<file path="config.mk">
export PLATFORM = sky130hd
export DESIGN_NAME = dlx_store_unit
export DESIGN_NICKNAME = d
export VERILOG_FILES = /design/src/rtl/dlx_store_unit.sv
export SDC_FILE = /design/constraint.sdc
export NUM_CORES = 1
export LEC_CHECK = 0
export BUFFER_PORTS_ARGS = -buffer_cell sky130_fd_sc_hd__buf_4
export CORE_ASPECT_RATIO = 2
export CORE_MARGIN = 2
export CORE_UTILIZATION = 55
export DETAILED_ROUTE_END_ITERATION = 16
export HOLD_SLACK_MARGIN = 0.02
export PLACE_DENSITY = 0.84
export SLEW_MARGIN = 30
export SYNTH_ARGS = -nofsm -noshare
export SYNTH_HDL_FRONTEND = slang
export SYNTH_SLANG_ARGS = --single-unit
</file>
<file path="constraint.sdc">
create_clock -name clk2 -period 5 [get_ports clk2]
set_input_delay 0.75 -clock clk2 [delete_from_list [all_inputs] [get_ports clk2]]
set_output_delay 0.75 -clock clk2 [all_outputs]
set_load 0.01 [all_outputs]
</file>
<file path="src/rtl/dlx_store_unit.sv">
// dlx_store_unit: DLX store buffer. Formats SB/SH/SW requests into word-aligned
// writes with lane-replicated data and byte enables, buffers up to DEPTH of
// them, and drains the buffer to data memory over a req/ack handshake.
// Optional build macro: DLX_ST_MISALIGN_TRAP_EN (reject misaligned SH/SW).
module dlx_store_unit #(
    parameter int DEPTH      = 2,
    parameter bit BIG_ENDIAN = 1'b1
) (
    input  logic        clk2,
    input  logic        rst2,
    input  logic        st_valid,
    output logic        st_ready,
    input  logic [2:0]  st_op,
    input  logic [31:0] st_addr,
    input  logic [31:0] st_data,
    output logic        mem_req,
    input  logic        mem_ack,
    output logic [31:0] mem_addr,
    output logic [31:0] mem_wdata,
    output logic [3:0]  mem_be,
    output logic        st_busy,
    output logic        st_err
);

    localparam int PTR_W = $clog2(DEPTH);
    localparam int CNT_W = PTR_W + 1;
    localparam logic [CNT_W-1:0] DEPTH_C = CNT_W'(DEPTH);
    localparam logic [CNT_W-1:0] ONE_C   = CNT_W'(1);

    localparam logic [2:0] OP_SB = 3'b000;
    localparam logic [2:0] OP_SH = 3'b001;
    localparam logic [2:0] OP_SW = 3'b011;

    typedef enum logic {
        IDLE = 1'b0,
        REQ  = 1'b1
    } state_t;

    // Byte enables for a store; computed in big-endian lane order, then
    // mirrored for little-endian so lane 0 maps to bits 7:0.
    function automatic logic [3:0] fmt_be(input logic [2:0] op, input logic [1:0] a);
        logic [3:0] be_big;
        be_big = 4'b0000;
        case (op)
            OP_SB:   be_big = 4'b1000 >> a;
            OP_SH:   be_big = a[1] ? 4'b0011 : 4'b1100;
            OP_SW:   be_big = 4'b1111;
            default: be_big = 4'b0000;
        endcase
        if (BIG_ENDIAN)
            return be_big;
        else
            return {be_big[0], be_big[1], be_big[2], be_big[3]};
    endfunction

    // Lane-replicated write data; replication is endian-independent.
    function automatic logic [31:0] fmt_wdata(input logic [2:0] op, input logic [31:0] d);
        case (op)
            OP_SB:   return {4{d[7:0]}};
            OP_SH:   return {2{d[15:0]}};
            default: return d;
        endcase
    endfunction

    state_t             state_q, state_d;
    logic [PTR_W-1:0]   wr_ptr_q, wr_ptr_d;
    logic [PTR_W-1:0]   rd_ptr_q, rd_ptr_d;
    logic [PTR_W-1:0]   rd_nxt;
    logic [CNT_W-1:0]   count_q, count_d;
    logic [31:0]        mem_addr_q, mem_addr_d;
    logic [31:0]        mem_wdata_q, mem_wdata_d;
    logic [3:0]         mem_be_q, mem_be_d;
    logic               st_err_q, st_err_d;

    logic [29:0]        fifo_addr_q  [DEPTH];
    logic [31:0]        fifo_wdata_q [DEPTH];
    logic [3:0]         fifo_be_q    [DEPTH];

    logic [29:0]        ent_addr_d;
    logic [31:0]        ent_wdata_d;
    logic [3:0]         ent_be_d;

    logic               op_legal;
    logic               misalign;
    logic               xfer;
    logic               push;
    logic               pop;

    assign op_legal = (st_op == OP_SB) || (st_op == OP_SH) || (st_op == OP_SW);

`ifdef DLX_ST_MISALIGN_TRAP_EN
    assign misalign = ((st_op == OP_SH) && st_addr[0]) ||
                      ((st_op == OP_SW) && (st_addr[1:0] != 2'b00));
`else
    assign misalign = 1'b0;
`endif

    assign st_ready  = (count_q != DEPTH_C);
    assign xfer      = st_valid && st_ready;
    assign push      = xfer && op_legal && !misalign;
    assign rd_nxt    = rd_ptr_q + PTR_W'(1);

    assign mem_req   = (state_q == REQ);
    assign mem_addr  = mem_addr_q;
    assign mem_wdata = mem_wdata_q;
    assign mem_be    = mem_be_q;
    assign st_err    = st_err_q;
    assign st_busy   = (count_q != '0) || (state_q == REQ);

    // Format the incoming store into a buffer entry.
    always_comb begin
        ent_addr_d  = st_addr[31:2];
        ent_wdata_d = fmt_wdata(st_op, st_data);
        ent_be_d    = fmt_be(st_op, st_addr[1:0]);
    end

    // Handshake FSM, pointer/count update and output-register loading.
    always_comb begin
        state_d     = state_q;
        wr_ptr_d    = wr_ptr_q;
        rd_ptr_d    = rd_ptr_q;
        count_d     = count_q;
        mem_addr_d  = mem_addr_q;
        mem_wdata_d = mem_wdata_q;
        mem_be_d    = mem_be_q;
        st_err_d    = xfer && !(op_legal && !misalign);
        pop         = 1'b0;

        case (state_q)
            IDLE: begin
                if (count_q != '0) begin
                    mem_addr_d  = {fifo_addr_q[rd_ptr_q], 2'b00};
                    mem_wdata_d = fifo_wdata_q[rd_ptr_q];
                    mem_be_d    = fifo_be_q[rd_ptr_q];
                    state_d     = REQ;
                end
            end
            REQ: begin
                if (mem_ack) begin
                    pop      = 1'b1;
                    rd_ptr_d = rd_nxt;
                    // Chain straight into the next entry to avoid an idle cycle.
                    if (count_q > ONE_C) begin
                        mem_addr_d  = {fifo_addr_q[rd_nxt], 2'b00};
                        mem_wdata_d = fifo_wdata_q[rd_nxt];
                        mem_be_d    = fifo_be_q[rd_nxt];
                    end else begin
                        state_d = IDLE;
                    end
                end
            end
            default: state_d = IDLE;
        endcase

        if (push)
            wr_ptr_d = wr_ptr_q + PTR_W'(1);
        count_d = count_q + (push ? ONE_C : '0) - (pop ? ONE_C : '0);
    end

    // Control and output registers with asynchronous active-low reset.
    always_ff @(posedge clk2 or negedge rst2) begin
        if (!rst2) begin
            state_q     <= IDLE;
            wr_ptr_q    <= '0;
            rd_ptr_q    <= '0;
            count_q     <= '0;
            mem_addr_q  <= '0;
            mem_wdata_q <= '0;
            mem_be_q    <= '0;
            st_err_q    <= 1'b0;
        end else begin
            state_q     <= state_d;
            wr_ptr_q    <= wr_ptr_d;
            rd_ptr_q    <= rd_ptr_d;
            count_q     <= count_d;
            mem_addr_q  <= mem_addr_d;
            mem_wdata_q <= mem_wdata_d;
            mem_be_q    <= mem_be_d;
            st_err_q    <= st_err_d;
        end
    end

    // Buffer storage; contents are only meaningful below count, so no reset.
    always_ff @(posedge clk2) begin
        if (push) begin
            fifo_addr_q[wr_ptr_q]  <= ent_addr_d;
            fifo_wdata_q[wr_ptr_q] <= ent_wdata_d;
            fifo_be_q[wr_ptr_q]    <= ent_be_d;
        end
    end

endmodule

</file>
==> flow_metrics.py, run 1 <==
metrics = {
    "outcome": {
        "status": "completed",
    },
    "route": {
        "vias": 4242,
        "drc": 0,
        "dr.pass1.iters": 4,
        "drt_iter0_markers": 228,
        "wirelength_um": 16200,
        "topRoutingLayerUsed": "met4",
        "wl_met1_um": 5780,
        "wire_per_inst_um": 20.6,
        "via_per_inst": 5.40,
        "wl_met3_um": 793,
        "postRouteAntennaNets": 0,
        "dr_wl_met2_um": 8990,
    },
    "power_and_ir_drop": {
        "cellLeakagePower_nw": 3.97,
        "total_power_w": 0.00625,
        "p_per_area_nw_per_um2": 626,
        "peakVddDrop_v": 0.000543,
    },
    "clocking": {
        "cts_sinks": 204,
        "clk_path_buf_depth": 3,
        "cts_tree": "done",
        "root_buffer": "clkbuf_16",
        "htree_levels": 1,
        "clk_pin_slew_ns": 0.06,
        "cts_hold_buf": 0,
        "cts_inserted_buffers": 18,
        "postCtsSetupRepairBufs": 0,
        "ctsResizeCount": 0,
        "clock_latency_ns": 0.48,
    },
    "setup_path": {
        "endpoint_kind": "flip-flop",
        "worstSetupPathType": "in2reg",
        "path_cells": "buf_4, nand2b_1, nand4_1, nor2_4, buf_4",
        "start_kind": "input port",
        "crit_family": "simple AND/OR/NAND/NOR gates",
        "cp_slowest_cell": "nor2_4",
        "path_buf_inv": 2,
        "path_max_fanout": 30,
        "arrival_ns": 2.68,
        "critPathMaxStageDelay_ns": 0.78,
        "crit_path_frequent_cell": "buf_4",
        "critPathRequiredTime_ns": 5.16,
    },
    "floorplan": {
        "design.die.area_um2": 15700,
        "die_h_um": 175,
        "die_w_um": 89.7,
        "start_util_pct": 56.3,
        "io_pins": 143,
        "num_rows": 62,
        "core_area_um2": 14400,
    },
    "synth": {
        "synthMuxAreaShare_pct": 23.5,
        "ys_types": 27,
        "syn_area_per_cell_um2": 18.7,
        "synth_top_family_by_area": "multiplexers",
        "yosys_warnings": 0,
        "netlist.top_cell.by_area": "edfxtp_1",
        "netlist_instances": 432,
        "synth-compound-area-share_pct": 1.05,
        "yosysSeqAreaShare_pct": 71.4,
        "synth_xor_area_share_pct": 0.651,
        "ys_ff_latch": 204,
        "synth-simple-area-share_pct": 1.49,
        "syn_area_um2": 8070,
        "synth_top_area_share_pct": 49.1,
        "yosys.area_share.adder_pct": 0.155,
        "synthTopCellsByArea": "edfxtp_1, dfrtp_1, mux2_2, mux2_4, mux2_1",
    },
    "placed_design": {
        "port_buffers": 140,
        "place.gp.congestion": 0.784,
        "pre_cts_ws_ns": 1.95,
        "dp_hpwl_um": 11100,
    },
    "timing": {
        "worst_slack_ns": 2.48,
        "hold_viol": 0,
        "fin_crit_sh_pct": 50.4,
        "setup_viol": 0,
        "slew_headroom_pct": 39.9,
        "skew_ns": 0.00916,
        "tns_ns": 0,
        "tightest_slew_ns": 0.901,
        "slew_violations": 0,
        "fin_crit_ns": 2.52,
        "rsz0062_at_grt": "false",
        "fmax_mhz": 397,
    },
    "finish": {
        "drive_gt1_share_pct": 48.7,
        "n_fill_cell": 956,
        "nets": 654,
        "num_antenna_cells": 0,
        "area_growth_pct": 23.6,
    },
    "global_routing": {
        "grt_max_degree": 73,
        "overflow": 0,
        "grt_pass1_vias": 4682,
        "antenna_found_initial": 0,
        "track_usage_pct": 21.0,
        "grt_pass1_wl_um": 24800,
    },
    "flow_run": {
        "maxCapViolCount": 0,
    },
    "min_path": {
        "hold_class": "in2async",
    },
}
-- path summary, 6_finish.rpt --
path	slack (ns)	endpoint	cells past startpoint	startpoint
hold reg to reg	0.51	mem_wdata[24]	1	mem_wdata[24]
max in group asynchronous	4.22	mem_wdata[21]	1	rst2
setup reg to reg	2.51	mem_wdata[11]	4	mem_req
hold / removal	0.29	mem_wdata[17]	1	rst2
min in group clk2	0.45	fifo_addr_q[0][9]	1	st_addr[11]
setup / recovery	2.48	fifo_wdata_q[1][10]	5	st_op[0]
-- cell type report --
cell class                 count  area (um2)  area share (%)
sequential                   204        5770            57.8
multi-input combinational    207        2220            22.2
timing repair buffer         148        1130            11.4
clock buffer                  27         547            5.48
tap                          192         240            2.41
clock inverter                 5        58.8           0.589
inverter                       3        11.3           0.113
-- worst register-to-register path, cell delays in order, from the launching register on --
cell	delay, ns
dfrtp_1	0.51
o21ai_4	0.60
buf_16	0.24
buf_4	0.58
mux2_2	0.44
-- stage by stage --
stage	std cells	hold slack (ns)	cell area, um2	utilization [%]
global route	786	0.348	9980	69.5
floorplan	433	0.454	8080	-
detailed placement	754	0.497	9370	65.3
global placement	753	0.497	9340	65.1
CTS	786	0.441	9970	69.5
finish	786	0.291	9980	69.5
-- synth_stat cells --
cell type and count:
a21o_1 1, a21oi_1 10, a41oi_1 1, buf_1 2, buf_2 8, buf_4 2
buf_6 5, clkbuf_1 2, conb_1 1, dfrtp_1 72, edfxtp_1 132, ha_1 1
inv_1 3, mux2_1 40, mux2_2 68, mux2_4 40, mux2i_1 8, nand2_1 3
nand2b_1 3, nand4_1 1, nor2_1 18, nor3_2 1, o21ai_0 2, o21ai_2 1
or3_1 1, xnor2_1 4, xor2_1 2
-- power by group --
part	internal, W	total [W]	switching, W	leakage [nW]
logic	0.00136	0.00237	0.00101	1.64
clock network	0.000815	0.00140	0.000587	0.290
registers	0.00224	0.00248	0.000239	2.04
-- routing by layer --
layer	vias up	track usage [%]
met1	2135	24.6
met4	0	9.14
met3	37	2.63
met2	158	37.1
met5	-	0
li1	1912	-
-- registers in the layout, summed over array words and instances, names as in the netlist --
register	count
fifo_wdata_q	64
fifo_addr_q	60
mem_wdata	32
mem_addr	30
fifo_be_q	8
mem_be	4
count_q	2
mem_req	1
rd_ptr_q	1
st_err	1
wr_ptr_q	1
-- cells by family (layout without fill, tap and decap cells) --
group / count (synthesis) / count (layout)
DFF: 204 / 204
muxes: 156 / 156
and+or+nand+nor: 27 / 27
buffers and inverters: 22 / 183
AOI/OAI and AO/OA: 15 / 15
xor gates and xnor gates: 6 / 6
adders and majority gates: 1 / 1
other: 1 / 2
-- cell usage in the layout (no fill, tap or decap), drive strengths merged --
cell type / count
a21o: 1
a21oi: 10
a41oi: 1
buf: 148
bufinv: 1
clkbuf: 27
clkinv: 1
clkinvlp: 2
conb: 2
dfrtp: 72
edfxtp: 132
ha: 1
inv: 4
mux2: 148
mux2i: 8
nand2: 3
nand2b: 3
nand4: 1
nor2: 18
nor3: 1
o21ai: 3
or3: 1
xnor2: 4
xor2: 2
No activity file was read; power rests on OpenSTA's default activity.
==> run 2, diff against run 1 <==
Clock period 5 ns to 2.49 ns, I/O delays scaled along.
==> flow_metrics.py, run 2 (same netlist as run 1, synthesis figures left out) <==
metrics = {
    "setup_path": {
        "endpoint_kind": "flip-flop",
        "rr_startpoint": "mem_req",
        "r2r_end": "mem_wdata[3]",
        "worstSetupPathType": "reg2reg",
        "critPathRequiredTime_ns": 2.85,
        "start_kind": "flip-flop",
        "r2r_cells": 4,
        "r2r_slack_ns": 0.56,
        "path_max_fanout": 66,
        "arrival_ns": 2.29,
    },
    "route": {
        "wirelength_um": 15500,
        "vias": 4207,
        "drt_iter0_markers": 215,
        "dr.pass1.iters": 5,
        "via_per_inst": 5.35,
        "postRouteAntennaNets": 0,
        "drc": 0,
        "wire_per_inst_um": 19.7,
    },
    "finish": {
        "fin_util_pct": 69.7,
        "layout_common_cells": "buf_4, edfxtp_1, dfrtp_1, mux2_2",
        "nets": 655,
        "largest-register": "fifo_wdata_q",
        "area_growth_pct": 23.8,
        "largest_reg_flops": 64,
        "instances_no_fill": 787,
        "n_fill_cell": 952,
        "final_common_cell": "buf_4",
        "seqCellArea_um2": 5770,
        "num_antenna_cells": 0,
        "multi_input_area_um2": 2220,
        "drive_gt1_share_pct": 48.6,
    },
    "clocking": {
        "postCtsSetupRepairBufs": 0,
        "htree_levels": 1,
        "cts_hold_buf": 0,
        "cts_inserted_buffers": 18,
        "cts_tree": "done",
        "root_buffer": "clkbuf_16",
        "cts_sinks": 204,
        "clk_pin_slew_ns": 0.07,
        "clk_path_buf_depth": 3,
        "clock_latency_ns": 0.48,
        "ctsResizeCount": 0,
    },
    "floorplan": {
        "core_area_um2": 14400,
        "io_pins": 143,
        "die_h_um": 175,
        "start_util_pct": 56.3,
        "num_rows": 62,
        "design.die.area_um2": 15700,
        "die_w_um": 89.7,
    },
    "global_routing": {
        "antenna_found_initial": 0,
        "grt_pass1_wl_um": 24000,
        "overflow": 0,
        "grt_max_degree": 73,
        "grt_pass1_vias": 4577,
        "track_usage_pct": 20.2,
    },
    "flow_run": {
        "maxCapViolCount": 0,
    },
    "placed_design": {
        "place.gp.congestion": 0.870,
        "pre_cts_ws_ns": 0.451,
        "port_buffers": 140,
        "dp_hpwl_um": 10100,
        "dp_cells": 754,
    },
    "power_and_ir_drop": {
        "p_comb_share_pct": 38.3,
        "seqPwrFrac_pct": 40.1,
        "total_power_w": 0.0124,
        "cellLeakagePower_nw": 3.98,
        "peakVddDrop_v": 0.00136,
        "switchingPower_w": 0.00361,
        "p_per_area_nw_per_um2": 1240,
        "switching_share_pct": 29.1,
        "clockPowerShare_pct": 21.6,
        "internal_power_w": 0.00877,
    },
    "timing": {
        "rsz0062_at_grt": "false",
        "slew_violations": 0,
        "hold_viol": 0,
        "worst_slack_ns": 0.565,
        "slew_headroom_pct": 51.7,
        "fin_crit_ns": 1.93,
        "holdWs_ns": 0.0732,
        "tightest_slew_ns": 0.725,
        "fin_crit_sh_pct": 77.3,
        "skew_ns": 0.0131,
        "fmax_mhz": 519,
        "setup_viol": 0,
    },
    "min_path": {
        "hold_class": "in2reg",
        "hold_depth": 1,
        "hold_end": "fifo_addr_q[1][14]",
        "worstHoldStart": "st_addr[16]",
    },
    "outcome": {
        "status": "completed",
    },
}
## run 2: layout make-up
cell class / count / area share, %
clock buffer: 26 / 5.42
clock inverter: 6 / 0.313
inverter: 3 / 0.113
multi-input combinational: 207 / 22.2
sequential: 204 / 57.7
tap: 192 / 2.40
timing repair buffer: 149 / 11.9
## run 2: metrics by stage
stage / area, um2 / TNS, ns
after floorplan: 8080 / -71.59
after global placement: 9410 / 0
after detailed placement: 9410 / 0
after CTS: 9980 / 0
after global routing: 10000 / 0
final: 10000 / 0
## run 2: power by group through the flow
stage / Clock, W / Combinational [W] / Sequential (W)
6_report: 0.00268 / 0.00474 / 0.00496
3_5_place_dp: 0 / 0.00479 / 0.00502
3_3_place_gp: 0 / 0.00465 / 0.00499
5_1_grt: 0.00287 / 0.00506 / 0.00505
4_1_cts: 0.00275 / 0.00482 / 0.00497
2_1_floorplan: 0 / 0.00300 / 0.00518
## run 2: routing by layer
layer / track usage, % / wire, um / up-vias
met3: 2.63 / 727 / 35
met1: 23.4 / 5600 / 2124
met2: 35.7 / 8680 / 133
met4: 9.27 / 507 / 0
li1: - / - / 1915
met5: 0 / 0 / -
## run 2: worst max-delay path by stage
stage | slack [ns] | depth (start not counted) | to | from
2_1_floorplan | -0.54 | 3 | fifo_addr_q[0][0] | count_q[1]
3_3_place_gp | 0.53 | 5 | fifo_addr_q[1][16] | st_op[0]
3_5_place_dp | 0.45 | 5 | fifo_addr_q[1][13] | st_op[0]
4_1_cts | 0.54 | 2 | st_busy | mem_req
5_1_grt | 0.50 | 4 | fifo_wdata_q[1][14] | count_q[0]
6_report | 0.56 | 4 | mem_wdata[3] | mem_req
## run 2: worst max-delay path, cell delays in order (launching register included)
cell and delay [ns]:
dfrtp_1 0.57, xor2_4 0.20, buf_12 0.32, mux2_1 0.38, mux2_4 0.28
==> run 3, diff against run 2 <==
Settings changed: ABC_AREA set to 1, CORE_UTILIZATION 55 to 57, PLACE_DENSITY 0.84 to 0.85.
Clock period 2.49 ns to 1.85 ns, I/O delays scaled along.
==> flow_metrics.py, run 3 <==
metrics = {
    "outcome": {
        "status": "completed",
    },
    "synth": {
        "synth_top_area_share_pct": 41.1,
        "yosys_warnings": 0,
        "netlist.top_cell.by_area": "edfxtp_1",
        "ys_ff_latch": 204,
        "yosysSeqAreaShare_pct": 59.7,
        "synth_common_cells": "nand2_1, edfxtp_1, dfrtp_1",
        "syn_area_per_cell_um2": 8.14,
        "ys_types": 24,
        "synthFlopType": "edfxtp_1",
        "synthArstFlopShare_pct": 35.3,
        "synthTopCellsByArea": "edfxtp_1, nand2_1, dfrtp_1, buf_4, buf_2",
        "syn_area_um2": 9650,
        "netlist_instances": 1186,
        "synth_edf_count": 132,
        "synth_most_common_cell": "nand2_1",
    },
    "finish": {
        "n_fill_cell": 1211,
        "layout_common_cells": "nand2_1, buf_4, edfxtp_1, dfrtp_1, dlygate4sd3_1",
        "multi_input_area_um2": 3490,
        "area_growth_pct": 23.1,
        "final_common_cell": "nand2_1",
        "drive_gt1_share_pct": 15.2,
        "largest-register": "fifo_wdata_q",
        "largest_reg_flops": 64,
        "seqCellArea_um2": 5770,
        "nets": 1417,
        "num_antenna_cells": 0,
    },
    "route": {
        "via_per_inst": 5.18,
        "drc": 0,
        "dr.pass1.iters": 5,
        "drt_iter0_markers": 444,
        "postRouteAntennaNets": 0,
        "vias": 8105,
        "wire_per_inst_um": 14.9,
        "wirelength_um": 23200,
    },
    "clocking": {
        "clk_pin_slew_ns": 0.07,
        "postCtsSetupRepairBufs": 0,
        "root_buffer": "clkbuf_16",
        "htree_levels": 1,
        "cts_inserted_buffers": 18,
        "clock_latency_ns": 0.48,
        "cts_sinks": 204,
        "cts_tree": "done",
        "clk_path_buf_depth": 3,
    },
    "global_routing": {
        "overflow": 0,
        "antenna_found_initial": 0,
        "grt_pass1_vias": 8046,
        "grt_pass1_wl_um": 37700,
        "grt_max_degree": 75,
        "track_usage_pct": 26.7,
    },
    "power_and_ir_drop": {
        "p_per_area_nw_per_um2": 1530,
        "cellLeakagePower_nw": 6.08,
        "peakVddDrop_v": 0.000926,
    },
    "timing": {
        "hold_viol": 0,
        "fmax_mhz": 567,
        "setup_viol": 0,
        "slew_violations": 0,
        "rsz0062_at_grt": "false",
        "worst_slack_ns": 0.0864,
        "slew_headroom_pct": 60.0,
        "tightest_slew_ns": 0.595,
        "holdWs_ns": 0.0321,
        "fin_crit_sh_pct": 95.3,
        "fin_crit_ns": 1.76,
        "skew_ns": 0.00920,
    },
    "setup_path": {
        "arrival_ns": 1.49,
        "path_buf_inv": 2,
        "path_cells": "buf_6, buf_4",
        "critPathRequiredTime_ns": 1.57,
        "critPathMaxStageDelay_ns": 0.43,
        "crit_family": "buffers and inverters",
        "cp_slowest_cell": "dfrtp_2",
        "path_max_fanout": 43,
        "endpoint_kind": "output pin",
        "start_kind": "flip-flop",
        "worstSetupPathType": "reg2out",
    },
    "placed_design": {
        "port_buffers": 140,
        "place.gp.congestion": 0.824,
        "pre_cts_ws_ns": 0.153,
        "dp_hpwl_um": 15500,
    },
    "floorplan": {
        "num_rows": 67,
        "die_h_um": 188,
        "design.die.area_um2": 18100,
        "io_pins": 143,
        "core_area_um2": 16700,
        "start_util_pct": 57.9,
        "die_w_um": 96.0,
    },
    "flow_run": {
        "maxCapViolCount": 0,
    },
    "min_path": {
        "hold_class": "in2reg",
    },
}
[run 3: changes by cell type in the layout (fill, tap and decap cells not counted), sizes merged, moves of 9 or more]
cell / change
nand2: +868
nand3: +10
mux2: -148
a21oi: -9
buf: +14
dlygate4sd3: +37
inv: +13
nor2: -11
[run 3: final timing paths]
kind / depth (start not counted) / from / to / slack [ns]
worst min register to register: 2 / mem_addr[13] / mem_addr[13] / 0.48
worst min-delay path: 2 / mem_ack / mem_req / 0.03
min in group asynchronous: 2 / rst2 / mem_wdata[28] / 0.25
worst max register to register: 11 / count_q[0] / count_q[1] / 0.17
max in group asynchronous: 3 / rst2 / mem_addr[26] / 0.97
worst max-delay path: 2 / mem_req / mem_req / 0.09
[run 3: cells by family (layout without fill, tap and decap cells)]
group | count (synthesis) | in the layout | share of synthesized area, %
adders and majority gates | 1 | 1 | 0.130
and+or+nand+nor | 888 | 888 | 34.8
AOI/OAI and AO/OA | 10 | 10 | 0.661
xor gates and xnor gates | 2 | 2 | 0.182
DFF | 204 | 204 | 59.7
buffers and inverters | 80 | 250 | 4.46
other | 1 | 2 | 0.0389
[run 3: repair_timing]
action,4_1_cts,5_1_grt
gates resized for setup,1,0
endpoints found under the hold margin,99,0
hold buffers,38,0
endpoints found under the setup margin,1,0
[run 3: power breakdown]
group | leakage (nW) | switching, W | internal, W
combinational | 3.68 | 0.00498 | 0.00288
sequential | 2.11 | 0.000612 | 0.00601
clock | 0.288 | 0.00159 | 0.00214
total | 6.08 | 0.00719 | 0.0110
[run 3: worst register-to-register path, cell delays in order (launching register included)]
cell	delay [ns]
dfrtp_1	0.40
inv_2	0.10
a21oi_2	0.07
nand2_2	0.18
inv_1	0.08
nand2_1	0.06
nand2_1	0.06
ha_1	0.19
xnor2_1	0.24
inv_1	0.07
nand2_1	0.07
nand2_1	0.05
[run 3: cell type report]
class                           instances  area share (%)
Sequential cell                       204            48.6
Clock inverter                          7           0.505
Tap cell                              207            2.18
Multi-Input combinational cell        903            29.4
Timing Repair Buffer                  200            14.3
Clock buffer                           25            4.44
Inverter                               18           0.579
[run 3: layer usage]
layer  wire length (um)  global-route usage (%)
met5                  0                       0
met4                993                    12.5
met3               1050                    2.81
met2              13100                    49.7
met1               8120                    28.9
[run 3: metrics by stage]
stage | setup TNS (ns) | util (%) | area, um2 | instances | total power [W]
detailed placement | 0 | 65.4 | 10900 | 1494 | 0.0144
global route | 0 | 71.2 | 11900 | 1564 | 0.0196
global placement | 0 | 65.4 | 10900 | 1494 | 0.0141
finish | 0 | 71.2 | 11900 | 1564 | 0.0182
CTS | 0 | 71.2 | 11900 | 1564 | 0.0183
floorplan | -32.45 | - | 9680 | 1187 | 0.0119
